File: src/rtl/apb_master_bridge.sv
// rtl/apb_master_bridge.sv - single-outstanding command/response to APB master bridge
// with an ACCESS wait-state timeout.
module apb_master_bridge #(
  parameter int ADDR_W  = 16,
  parameter int DATA_W  = 32,
  parameter int TIMEOUT = 16
) (
  input  logic              pclk,
  input  logic              preset,
  input  logic              cmd_valid,
  output logic              cmd_ready,
  input  logic              cmd_write,
  input  logic [ADDR_W-1:0] cmd_addr,
  input  logic [DATA_W-1:0] cmd_wdata,
  output logic              rsp_valid,
  input  logic              rsp_ready,
  output logic [DATA_W-1:0] rsp_rdata,
  output logic              rsp_err,
  output logic              rsp_timeout,
  output logic              psel,
  output logic              penable,
  output logic              pwrite,
  output logic [ADDR_W-1:0] paddr,
  output logic [DATA_W-1:0] pwdata,
  input  logic [DATA_W-1:0] prdata,
  input  logic              pready,
  input  logic              pslverr
);

  typedef enum logic [1:0] {IDLE, SETUP, ACCESS, RESP} state_t;

  localparam logic [7:0] LAST_WAIT = 8'(TIMEOUT - 1);

  state_t     state;
  logic [7:0] wait_cnt;

  // cmd_ready is a registered flag that mirrors "state is IDLE"; it stays low
  // for the whole reset and rises one edge after release.
  always_ff @(posedge pclk) begin
    if (preset) begin
      state       <= IDLE;
      wait_cnt    <= '0;
      cmd_ready   <= 1'b0;
      rsp_valid   <= 1'b0;
      rsp_rdata   <= '0;
      rsp_err     <= 1'b0;
      rsp_timeout <= 1'b0;
      psel        <= 1'b0;
      penable     <= 1'b0;
      pwrite      <= 1'b0;
      paddr       <= '0;
      pwdata      <= '0;
    end else begin
      case (state)
        IDLE: begin
          if (cmd_valid && cmd_ready) begin
            state     <= SETUP;
            cmd_ready <= 1'b0;
            psel      <= 1'b1;
            penable   <= 1'b0;
            pwrite    <= cmd_write;
            paddr     <= cmd_addr;
            pwdata    <= cmd_wdata;
            wait_cnt  <= '0;
          end else begin
            cmd_ready <= 1'b1;
          end
        end
        SETUP: begin
          state   <= ACCESS;
          penable <= 1'b1;
        end
        ACCESS: begin
          // pready takes priority over the timeout on the final allowed cycle
          if (pready) begin
            state       <= RESP;
            psel        <= 1'b0;
            penable     <= 1'b0;
            rsp_valid   <= 1'b1;
            rsp_rdata   <= pwrite ? '0 : prdata;
            rsp_err     <= pslverr;
            rsp_timeout <= 1'b0;
          end else if (wait_cnt == LAST_WAIT) begin
            state       <= RESP;
            psel        <= 1'b0;
            penable     <= 1'b0;
            rsp_valid   <= 1'b1;
            rsp_rdata   <= '0;
            rsp_err     <= 1'b1;
            rsp_timeout <= 1'b1;
          end else begin
            wait_cnt <= wait_cnt + 8'd1;
          end
        end
        RESP: begin
          if (rsp_ready) begin
            state     <= IDLE;
            rsp_valid <= 1'b0;
            cmd_ready <= 1'b1;
          end
        end
        default: state <= IDLE;
      endcase
    end
  end

endmodule
File: config.mk
export PLATFORM = sky130hd
export DESIGN_NAME = apb_master_bridge
export DESIGN_NICKNAME = d
export VERILOG_FILES = /design/src/rtl/apb_master_bridge.sv
export SDC_FILE = /design/constraint.sdc
export NUM_CORES = 1
export LEC_CHECK = 0
export CORE_ASPECT_RATIO = 0.5
export CORE_UTILIZATION = 40
export DETAILED_ROUTE_END_ITERATION = 8
export HOLD_SLACK_MARGIN = 0.15
export MAX_ROUTING_LAYER = met4
export PLACE_DENSITY = 0.8
export SYNTH_ARGS = -nofsm -noshare
export SYNTH_HDL_FRONTEND = slang
export SYNTH_SLANG_ARGS = --single-unit
export TNS_END_PERCENT = 1
File: constraint.sdc
create_clock -name pclk -period 2.57 [get_ports pclk]
set_clock_uncertainty 0.05 [all_clocks]
set_input_delay 0.514 -clock pclk [delete_from_list [all_inputs] [get_ports pclk]]
set_output_delay 0.514 -clock pclk [all_outputs]
set_load 0.005 [all_outputs]
==> metrics.md, run 1 <==
| Metric | Value |
|---|---|
| Hold Slack | `approximately 400 ps` |
| Relative slew slack | `between 70% and 80%` |
| Pwr dens | `around 780 nW/µm²` |
| Worst-path cell chain | `ha_1 > and3_1 > a21oi_2 > a311o_1 > a31oi_1` |
| Min-delay src | `pwdata[0]` |
| Rows | `23` |
| HP Class | `reg -> reg` |
| Final WS setup | `~660 ps` |
| CP max FO | `8` |
| CTS tree | `done` |
| Period utilisation layout | `between 70 and 80%` |
| TNS Setup | `0 ps` |
| Ys async rst share | `0%` |
| CP Capture Type | `flop` |
| Maximum vdd drop | `0.421 mV` |
| CP required | `2730 ps` |
| CP delay by family, top | `compound AO/OA/AOI/OAI gates` |
| GPL Wtd Cong | `0.841` |
| First-pass iteration count of the detailed router | `4` |
| Worst slew pin tran | `about 420 ps` |
| WHS Endpoint | `pwdata[0]` |
| Synth area leader | `dfxtp_1` |
| R2r startpoint | `wait_cnt[0]` |
| Fmax | `roughly 520 MHz` |
| Min Tclk post-route | `around 1900 ps` |
| Clock Tree Buf Depth | `2` |
| Post-synthesis mux area share | `less than 1%` |
| Max-slew violation count | `0` |
| Most common library cells after synthesis | `nand2_1, dfxtp_1, a21oi_1` |
| RSZ-0062 raised after global routing | `false` |
| Layout cells sized above 1 | `6.10%` |
| Largest family of logic cells by synthesized area | `compound AO/OA/AOI/OAI gates` |
| Critical path buffer and inverter count | `0` |
| Worst R2R Path Depth | `5` |
| Xor/xnor share of the synthesized area | `0%` |
| Status | `complete, no violations` |
| DP HPWL | `~6.1 mm` |
| Max stage delay on crit path | `about 400 ps` |
| IO buf count | `roughly 170` |
| Initial DRC count | `approximately 120` |
| Post-synth EDFFs | `0` |
| Area Overhead vs Synth | `62.2%` |
| Post-route ant nets | `0` |
| Place WS | `around 400 ps` |
| Final setup violation count | `0` |
| Leading post-synthesis cells by cell area | `dfxtp_1, nand2_1, a21oi_1` |
| Startpoint Class | `flop` |
| Maxcap violations | `0` |
| Global route overflow | `0` |
| Floorplan core area | `8230 µm²` |
| Yosys reg bits | `97` |
| Die width | `134 µm` |
| Leakage | `2.04 nW` |
| Die ar. | `9110 µm²` |
| Post-Synth Adder-Cell Area | `1.80%` |
| CTS Buf Count | `9` |
| Vias in the first global route | `around 3000` |
| Syn_nets | `about 480` |
| CTS Sinks | `97` |
| Vias per cell | `roughly 4.9` |
| Post-Syn Area | `~3500 µm²` |
| DR vias | `3255` |
| WP data arrival | `2070 ps` |
| Total GRT Usage | `approximately 20%` |
| DRC | `0` |
| H-tree levels | `3` |
| Hold Path Stages | `2` |
| CTS root buf | `clkbuf_16` |
| Worst-path clk slew | `around 60 ps` |
| Prevailing post-synth register cell | `dfxtp_1` |
| Sequential share of the synthesized area | `roughly 56%` |
| Simple-gate portion of the synthesized area | `between 10% and 20%` |
| First-pass GRT wire length | `14.1 mm` |
| Worst R2R Setup Slack | `660 ps` |
| Postcts setup bufs | `0` |
| Ys Warns | `0` |
| Syn Area/Cell | `about 9.0 µm²` |
| Initial Utilization | `42.3%` |
| Synth Area in Compound Gates | `around 22%` |
| Largest net degree at the start of global routing | `42` |
| Ant diodes | `0` |
| Fin. Hold Viols | `0` |
| Chip height | `68 µm` |
| Total Routed Length | `~9.0 mm` |
| Drt wl/cell | `approximately 13 µm` |
| Worst skew pair latency | `between 300 and 400 ps` |
| Reg-to-Reg End | `wait_cnt[4]` |
| Distinct cells, synth | `34` |
| Post_cts resized | `0` |
| Antenna violations before repair | `0` |
| Crit path kind | `reg -> reg` |
| Nets | `644` |
| Post-synth top area share | `55.7%` |
| Cells after synthesis | `between 300 and 400` |
| Slowest CP cell | `a311o_1` |
| Cell with the most instances after synthesis | `nand2_1` |
| Boundary Pins | `~170` |
| CTS Hold Bufs | `0` |
==> kinds of logic (layout without fill, tap and decap cells) <==
logic type,after synthesis,after routing
simple gates,137,137
mux,2,2
buf+inv,30,201
compound gates,115,115
fa+ha+maj,5,5
flops,97,97
==> placed cells by master (no fill, tap or decap), types with 2 or more instances in the layout <==
cell,count
a21oi_2,2
clkdlybuf4s50_1,172
a41oi_1,2
nor3_1,2
clkbuf_16,9
nand3_1,3
a31oi_1,8
nand4_1,2
a211oi_1,2
buf_4,8
o21ai_0,2
dfxtp_1,97
inv_1,3
mux2i_1,2
ha_1,5
clkinvlp_4,2
a22o_1,32
clkinv_2,2
nor2_1,8
bufinv_16,2
o21a_1,2
nand2b_1,8
a21oi_1,57
nand2_1,107
==> where the power goes <==
part | total [mW] | internal [mW] | switching [mW]
clock | 1.42 | 0.852 | 0.564
sequential | 1.81 | 1.70 | 0.112
combinational | 1.20 | 0.660 | 0.537
total | 4.43 | 3.21 | 1.21
==> worst reg2reg max path: cells and delay by family (launching register included) <==
family,cells,cell delay [ps]
compound gates,3,860
flops,1,350
simple gates,1,290
fa+ha+maj,1,240
==> area by class of cell <==
class	count	area, µm²
tap	112	140
multi-input combinational	259	1430
inverter	3	11.3
sequential	97	1940
clock buffer	9	225
clock inverter	7	93.8
timing repair buffer	182	1810
fill	663	2580
==> stage by stage <==
step | power [mW] | util (%) | cell area, µm² | cells
2_1_floorplan | 2.39 | - | 3480 | 386
5_1_grt | 4.67 | 68.7 | 5650 | 669
4_1_cts | 4.48 | 68.7 | 5650 | 669
3_5_place_dp | 3.05 | 64.8 | 5330 | 653
3_3_place_gp | 3.03 | 64.8 | 5330 | 653
6_report | 4.43 | 68.7 | 5650 | 669
==> per-layer routing <==
| metal | wire length (µm) | global-route usage [%] |
|---|---|---|
| met1 | 3980 | 24.1 |
| met2 | 4320 | 33.5 |
| met4 | 86 | 5.82 |
| met3 | 642 | 6.44 |
| met5 | 0 | - |
==> sequential cells by signal (all words and copies together) (netlist names) <==
register / count
pwdata: 32
rsp_rdata: 32
paddr: 16
wait_cnt: 8
state: 2
cmd_ready: 1
penable: 1
psel: 1
pwrite: 1
rsp_err: 1
rsp_timeout: 1
rsp_valid: 1
==> worst max-delay path by stage <==
stage                     start  slack [ps]  cells after the start           end
floorplan              state[0]         750                      6   wait_cnt[3]
global placement      cmd_valid         460                      6   wait_cnt[6]
detailed placement    cmd_valid         400                      6   wait_cnt[6]
CTS                    state[0]         640                      7  rsp_rdata[7]
global route           state[0]         510                      7  rsp_rdata[7]
finish              wait_cnt[0]         660                      5   wait_cnt[4]
Power figures use the tool's default switching activity.
==> run 2: changes to the inputs <==
==> constraint.sdc (replaced) <==
create_clock -name pclk -period 1.8 [get_ports pclk]
set_clock_uncertainty 0.05 [all_clocks]
set_input_delay 0.36 -clock pclk [delete_from_list [all_inputs] [get_ports pclk]]
set_output_delay 0.36 -clock pclk [all_outputs]
set_load 0.005 [all_outputs]
==> metrics.md, run 2 (synthesized netlist as in run 1, its figures left out) <==
| Metric | Value |
|---|---|
| Area Overhead vs Synth | `66.8%` |
| Total Routed Length | `around 9.5 mm` |
| Most frequent cells in the layout | `clkdlybuf4s50_1, nand2_1, dfxtp_1` |
| R2r startpoint | `wait_cnt[0]` |
| DR vias | `approximately 3300` |
| Relative slew slack | `between 70% and 80%` |
| Worst-path clk slew | `~60 ps` |
| Power share of the combinational group | `28.4%` |
| WHS Endpoint | `pwdata[14]` |
| Hold Path Stages | `2` |
| Worst slew pin tran | `391 ps` |
| CP max FO | `7` |
| Final WS setup | `about 100 ps` |
| Antenna violations before repair | `0` |
| FF+latch area | `1940 µm²` |
| Clock Tree Buf Depth | `2` |
| Post-route ant nets | `0` |
| Global route overflow | `0` |
| Drt wl/cell | `13.9 µm` |
| H-tree levels | `3` |
| Vias per cell | `just under 5` |
| Min-delay src | `pwdata[14]` |
| Pwr dens | `roughly 1100 nW/µm²` |
| IO buf count | `173` |
| Status | `complete, no violations` |
| Die ar. | `~9100 µm²` |
| Post-Place Cell Area | `between 5000 and 6000 µm²` |
| First-pass iteration count of the detailed router | `4` |
| Sequential share of power | `39.9%` |
| Die width | `~130 µm` |
| Startpoint Class | `flop` |
| Maximum vdd drop | `0.675 mV` |
| CP Capture Type | `flop` |
| Chip height | `68 µm` |
| Period utilisation layout | `between 90% and 100%` |
| RSZ-0062 raised after global routing | `false` |
| HP Class | `reg -> reg` |
| Net Sw Frac | `between 20% and 30%` |
| CTS root buf | `clkbuf_16` |
| Initial DRC count | `163` |
| Total GRT Usage | `a little over a fifth` |
| Layout cells sized above 1 | `between 8 and 9%` |
| Fmax | `~590 MHz` |
| CTS Sinks | `slightly below 100` |
| Worst-path cell chain | `ha_1 > and3_2 > a2111oi_4 > buf_4 > a41oi_1 > a31oi_1` |
| Nets | `approximately 660` |
| WP data arrival | `between 1500 and 2000 ps` |
| Slowest CP cell | `dfxtp_1` |
| Final setup violation count | `0` |
| Crit path kind | `reg -> reg` |
| Internal power | `4.76 mW` |
| GPL Wtd Cong | `just under 0.9` |
| Final design instance area without fill | `just under 6000 µm²` |
| Rows | `23` |
| Ant diodes | `0` |
| Min Tclk post-route | `1700 ps` |
| DRC | `0` |
| Final Power | `~6.5 mW` |
| CTS tree | `done` |
| Floorplan core area | `approximately 8000 µm²` |
| Clk network pwr share | `31.8%` |
| Worst R2R Setup Slack | `~100 ps` |
| Multi-input logic area | `~1400 µm²` |
| Vias in the first global route | `3062` |
| Largest net degree at the start of global routing | `50` |
| CP delay by family, top | `compound AO/OA/AOI/OAI gates` |
| Max stage delay on crit path | `between 300 and 400 ps` |
| First-pass GRT wire length | `around 15 mm` |
| Initial Utilization | `42.3%` |
| CP required | `approximately 2000 ps` |
| Fill cell count | `639` |
| Boundary Pins | `174` |
| DP HPWL | `6.48 mm` |
| Leading cell type in the layout, fill and taps excluded | `clkdlybuf4s50_1` |
| Top Registers | `pwdata x32, rsp_rdata x32, paddr x16` |
| Critical path buffer and inverter count | `1` |
| TNS Setup | `0 ps` |
| CTS Hold Bufs | `0` |
| CTS Buf Count | `9` |
| Maxcap violations | `0` |
| Worst skew pair latency | `~340 ps` |
| Worst R2R Path Depth | `6` |
| Reg-to-Reg End | `wait_cnt[3]` |
| Max-slew violation count | `0` |
| Fin. Hold Viols | `0` |
| Net Switching | `~1.7 mW` |
| Place WS | `-136 ps` |
| Leakage | `2.13 nW` |
[run 2: changes by cell type in the layout (fill, tap and decap cells not counted), sizes merged]
cell / before / now
buf: 10 / 23
clkbuf: 9 / 11
clkinvlp: 2 / 1
inv: 4 / 3
[run 2: timing repair]
item / in CTS / in global routing
resized for setup: 1 / 4
endpoints found under the hold margin: 0 / 0
pin swaps: 0 / 1
setup buffers: 0 / 2
endpoints found under the setup margin: 1 / 13
[run 2: worst max path at each step]
stage | cells after the start | end | slack, ps | from
2_1_floorplan | 7 | rsp_rdata[0] | 140 | wait_cnt[0]
3_3_place_gp | 6 | wait_cnt[6] | -60 | cmd_valid
3_5_place_dp | 6 | wait_cnt[3] | -140 | cmd_valid
4_1_cts | 1 | cmd_ready | 20 | cmd_ready
5_1_grt | 4 | wait_cnt[5] | 10 | wait_cnt[7]
6_report | 6 | wait_cnt[3] | 100 | wait_cnt[0]
[run 2: power by group through the flow]
stage	sequential, mW	clock, mW	combinational, mW
finish	2.59	2.07	1.85
detailed placement	2.63	0	1.84
global placement	2.62	0	1.82
CTS	2.59	2.12	1.86
global route	2.63	2.21	2.02
floorplan	2.64	0	0.782
[run 2: worst min-delay path: stages (launching register included)]
cell     delay [ps]
dfxtp_1         310
nand2_1          50
a21oi_1          50
[run 2: layout make-up]
class | count | area share (%)
clock inverters | 5 | 1.33
well taps | 112 | 2.41
multi-input cells | 259 | 24.9
flip-flops and latches | 97 | 33.4
clock buffers | 11 | 4.35
inverters | 3 | 0.194
repair buffers | 195 | 33.4
[run 2: per-layer routing]
layer	wire length [µm]	share of wire (%)	vias up	track usage, %
met5	0	0	-	-
met4	134	1.4	0	7.67
met3	530	5.6	13	5.93
met2	4660	49	103	35.8
met1	4170	44	1512	24.6
li1	-	-	1685	-
[run 2: through the flow]
step | std cells | utilization (%) | hold WS, ps
2_1_floorplan | 386 | - | 403
5_1_grt | 682 | 70.6 | 422
6_report | 682 | 70.6 | 403
4_1_cts | 680 | 70.4 | 406
3_5_place_dp | 664 | 66.4 | 397
3_3_place_gp | 664 | 66.4 | 391
